<file path="config.mk">
export PLATFORM = sky130hd
export DESIGN_NAME = mux_sel_scanner
export DESIGN_NICKNAME = d
export VERILOG_FILES = /design/src/rtl/mux_sel_scanner.sv
export SDC_FILE = /design/constraint.sdc
export NUM_CORES = 1
export LEC_CHECK = 0
export ABC_AREA = 1
export CAP_MARGIN = 20
export CORE_ASPECT_RATIO = 1.25
export CORE_MARGIN = 8
export CORE_UTILIZATION = 30
export CTS_CLUSTER_DIAMETER = 200
export DETAILED_ROUTE_END_ITERATION = 8
export PLACE_DENSITY = 0.63
export SYNTH_ARGS = -nofsm -noshare
export SYNTH_HDL_FRONTEND = slang
export SYNTH_SLANG_ARGS = --single-unit
</file>
<file path="constraint.sdc">
create_clock -name clk -period 1.6 [get_ports clk]
set_input_delay 0.32 -clock clk [delete_from_list [all_inputs] [get_ports clk]]
set_output_delay 0.32 -clock clk [all_outputs]
set_load 0.005 [all_outputs]
</file>
<file path="src/rtl/mux_sel_scanner.sv">
// Round-robin channel scanner driving a 4:1 mux select; captures y_in at the end of each dwell.
// Optional SCAN_FRAME_EN adds a frame_done pulse on the capture that completes a pass of the mask.
module mux_sel_scanner #(
  parameter int unsigned DIV_N = 4,
  parameter int unsigned W     = 4
) (
  input  logic         clk,
  input  logic         rst,
  input  logic         en,
  input  logic [3:0]   mask,
  input  logic [W-1:0] y_in,
  output logic [1:0]   sel,
  output logic [W-1:0] dout,
  output logic [1:0]   dout_ch,
  output logic         dout_valid
`ifdef SCAN_FRAME_EN
  ,
  output logic         frame_done
`endif
);

  localparam int unsigned CntW = (DIV_N > 2) ? $clog2(DIV_N) : 1;
  localparam logic [CntW-1:0] CntLast = CntW'(DIV_N - 1);

  localparam logic [0:0] StIdle  = 1'b0;
  localparam logic [0:0] StDwell = 1'b1;

  logic [0:0]      state_q, state_d;
  logic [CntW-1:0] cnt_q, cnt_d;
  logic [1:0]      sel_q, sel_d;
  logic [W-1:0]    dout_q, dout_d;
  logic [1:0]      dout_ch_q, dout_ch_d;
  logic            valid_q, valid_d;
  logic            capture;

  function automatic logic [1:0] lowest_ch(input logic [3:0] m);
    logic [1:0] r;
    r = 2'd0;
    for (int i = 3; i >= 0; i--) begin
      if (m[i]) r = 2'(i);
    end
    return r;
  endfunction

  // Walk backwards so the nearest channel after c wins; offset 4 wraps to c itself.
  function automatic logic [1:0] next_ch(input logic [1:0] c, input logic [3:0] m);
    logic [1:0] r;
    logic [1:0] k;
    r = c;
    for (int i = 4; i >= 1; i--) begin
      k = c + 2'(i);
      if (m[k]) r = k;
    end
    return r;
  endfunction

  always_comb begin
    state_d   = state_q;
    cnt_d     = cnt_q;
    sel_d     = sel_q;
    dout_d    = dout_q;
    dout_ch_d = dout_ch_q;
    valid_d   = 1'b0;
    capture   = 1'b0;
    case (state_q)
      StIdle: begin
        if (en && (mask != 4'b0000)) begin
          state_d = StDwell;
          sel_d   = lowest_ch(mask);
          cnt_d   = '0;
        end
      end
      default: begin
        if (!en) begin
          // Abort the dwell without capturing; sel and the last sample hold.
          state_d = StIdle;
          cnt_d   = '0;
        end else if (cnt_q == CntLast) begin
          capture   = 1'b1;
          dout_d    = y_in;
          dout_ch_d = sel_q;
          valid_d   = 1'b1;
          cnt_d     = '0;
          if (mask != 4'b0000) begin
            sel_d = next_ch(sel_q, mask);
          end else begin
            state_d = StIdle;
          end
        end else begin
          cnt_d = cnt_q + CntW'(1);
        end
      end
    endcase
  end

  always_ff @(posedge clk) begin
    if (rst) begin
      state_q   <= StIdle;
      cnt_q     <= '0;
      sel_q     <= 2'd0;
      dout_q    <= '0;
      dout_ch_q <= 2'd0;
      valid_q   <= 1'b0;
    end else begin
      state_q   <= state_d;
      cnt_q     <= cnt_d;
      sel_q     <= sel_d;
      dout_q    <= dout_d;
      dout_ch_q <= dout_ch_d;
      valid_q   <= valid_d;
    end
  end

  assign sel        = sel_q;
  assign dout       = dout_q;
  assign dout_ch    = dout_ch_q;
  assign dout_valid = valid_q;

`ifdef SCAN_FRAME_EN
  logic frame_q, frame_d;

  function automatic logic [1:0] highest_ch(input logic [3:0] m);
    logic [1:0] r;
    r = 2'd0;
    for (int i = 0; i < 4; i++) begin
      if (m[i]) r = 2'(i);
    end
    return r;
  endfunction

  // An empty mask has no highest channel, so a capture that empties the scan never ends a frame.
  assign frame_d = capture && (mask != 4'b0000) && (sel_q == highest_ch(mask));

  always_ff @(posedge clk) begin
    if (rst) frame_q <= 1'b0;
    else     frame_q <= frame_d;
  end

  assign frame_done = frame_q;
`else
  logic unused_capture;
  assign unused_capture = capture;
`endif

endmodule

</file>
==> reports/metrics.csv <==
metric,value,unit
status,completed,
final_area,953,sq um
syn_inst,100,
yosysWarnings,0,
drt.antenna.violating_nets,0,
min_from,dout[1],
synth_ff_type,dfxtp_1,
post_synth_num_cell_types,22,
max_freq,0.661,GHz
required,1.28,ns
r2r_cells,10,
routed_wl,1690,microns
grt_pass1_wl,3060,microns
port_buffers,19,
vias,703,
area_growth,43.2,%
p_leak,0.000446,uW
final_common_cell,nand2_1,
endpoint_kind,primary output,
crit_buf_inv,1,
io_pins,20,
synthArstFlopShare,0,
hold_path_class,reg -> reg,
slew_headroom,0.854,
synth.avg_cell_area,6.66,sq um
die-width,58.1,microns
overflow,0,
synth_edf_count,0,
yosysSeqAreaShare,0.361,
post_dp_cell_area,912,sq um
drive_above_1_share,0.189,
tns,0,ns
min_to,dout[1],
insertion_delay,0.27,ns
drcViolationCount,0,
row_count,19,
hold_depth,2,
drtIter0Drc,9,
first_pass_iters,4,
slowest_stage,clkdlybuf4s50_1,
pwr_density_cell,745,mW/mm^2
arrival,1.19,ns
finalHoldViolations,0,
period_share,0.945,
timing.hold.ws,0.462,ns
finalPower,710,uW
clock_skew,0.00370,ns
drv_cap,0,
setup_viol,0,
cts.sinks,12,
grt_pass1_vias,739,
utilization,0.446,
syn_nets,112,
crit_fanout,8,
nFillCells,239,
clk_pin_slew,0.07,ns
core-area,0.00214,sq mm
h-tree-depth,1,
post_drt_via_cell_ratio,4.75,
antenna_found_initial,0,
regToRegStartpoint,sel[0],
die_h,68.7,microns
cts_buffers,3,
grt_max_degree,9,
crit_family,buffers and inverters,
syn_area,666,sq um
critPathKind,reg -> out,
place_congestion,0.815,
clk_path_buf_depth,2,
cts_root_buf,clkbuf_4,
initial_core_util,0.311,
rsz0062_at_grt,false,
cp_cell_sequence,clkdlybuf4s50_1,
hold_buffers,0,
worst_setup_path_start_kind,flip-flop,
track_usage,0.0961,
hpwlAfterDp,1360,microns
nNetsFinal,140,
max_stage_delay,0.52,ns
layout_common_cells,"nand2_1 (30), clkdlybuf4s50_1 (19), nor2_1 (10), dfxtp_1 (10), inv_1 (9)",
irDropWorstVdd,0.417,mV
r2r-end,sel[1],
synth_seq_cells,12,
die_area,0.00399,sq mm
fin_crit,1.51,ns
r2r_setup_slack,0.28,ns
maxSlewViolCount,0,
wire_per_inst,11.4,microns
tightest_slew,0.219,ns
diodes,0,
cts_tree,done,
-- final cells by class --
cell class              count  area, sq um  share of cell area
multi-input cells          73          354               0.371
well taps                  21         26.3              0.0276
inverters                  13         56.3              0.0591
clock buffers               4         36.3              0.0381
flip-flops and latches     12          245               0.257
repair buffers             25          235               0.247
-- metal layers --
metal  global-route usage  wire (microns)  share of wire  vias up
li1                     -               -              -      371
met1               0.0985             737           0.44      308
met2                0.166             774           0.46       20
met3               0.0427             152          0.090        4
met4               0.0460              23          0.014        0
met5                    0               0              0        -
-- repair_timing --
item,in CTS,in global routing
pin swaps,0,0
setup buffers,0,0
cloned,0,0
setup endpoints to repair,2,1
gates resized for setup,2,1
-- state kept, by name, summed over array words and instances, names as in the netlist --
name and flops:
sel 2, dout 4, state_q 1, dout_valid 1, cnt_q 2, dout_ch 2
-- power by group --
part	total [uW]	internal [uW]	leakage [uW]	switching, uW
registers	323	308	0.0000985	15.4
logic	152	73.3	0.000327	78.6
clock network	235	138	0.0000210	96.9
-- cells by family after synthesis --
| family | share of synthesized area |
|---|---|
| flops | 0.361 |
| xor+xnor | 0.0132 |
| fa+ha+maj | 0.0188 |
| simple gates | 0.382 |
| compound gates | 0.118 |
| buf+inv | 0.107 |
-- through the flow --
stage	setup WS, ns	cells
global route	0.0316	148
CTS	0.0208	148
floorplan	0.419	100
detailed placement	-0.0890	144
global placement	-0.0603	144
finish	0.0881	148
-- synth_stat cells, types with 2 or more instances --
cell	n	area (sq um)
nand2_1	30	113
dfxtp_1	12	240
nor2_1	10	37.5
inv_1	9	33.8
a21oi_1	8	40.0
nand3_1	7	35.0
nand2_2	4	25.0
o21ai_0	4	20.0
inv_2	2	7.51
nand3_2	2	20.0
-- worst max-delay path by stage --
stage          startpoint  endpoint  slack (ns)  depth (start not counted)
2_1_floorplan      sel[0]    sel[0]        0.42                         12
3_3_place_gp      mask[3]    sel[1]       -0.06                         10
3_5_place_dp      mask[2]    sel[1]       -0.09                         10
4_1_cts            sel[0]    sel[0]        0.02                          1
5_1_grt            sel[1]    sel[1]        0.03                          1
6_report           sel[0]    sel[0]        0.09                          1
No activity file was read; power rests on OpenSTA's default activity.
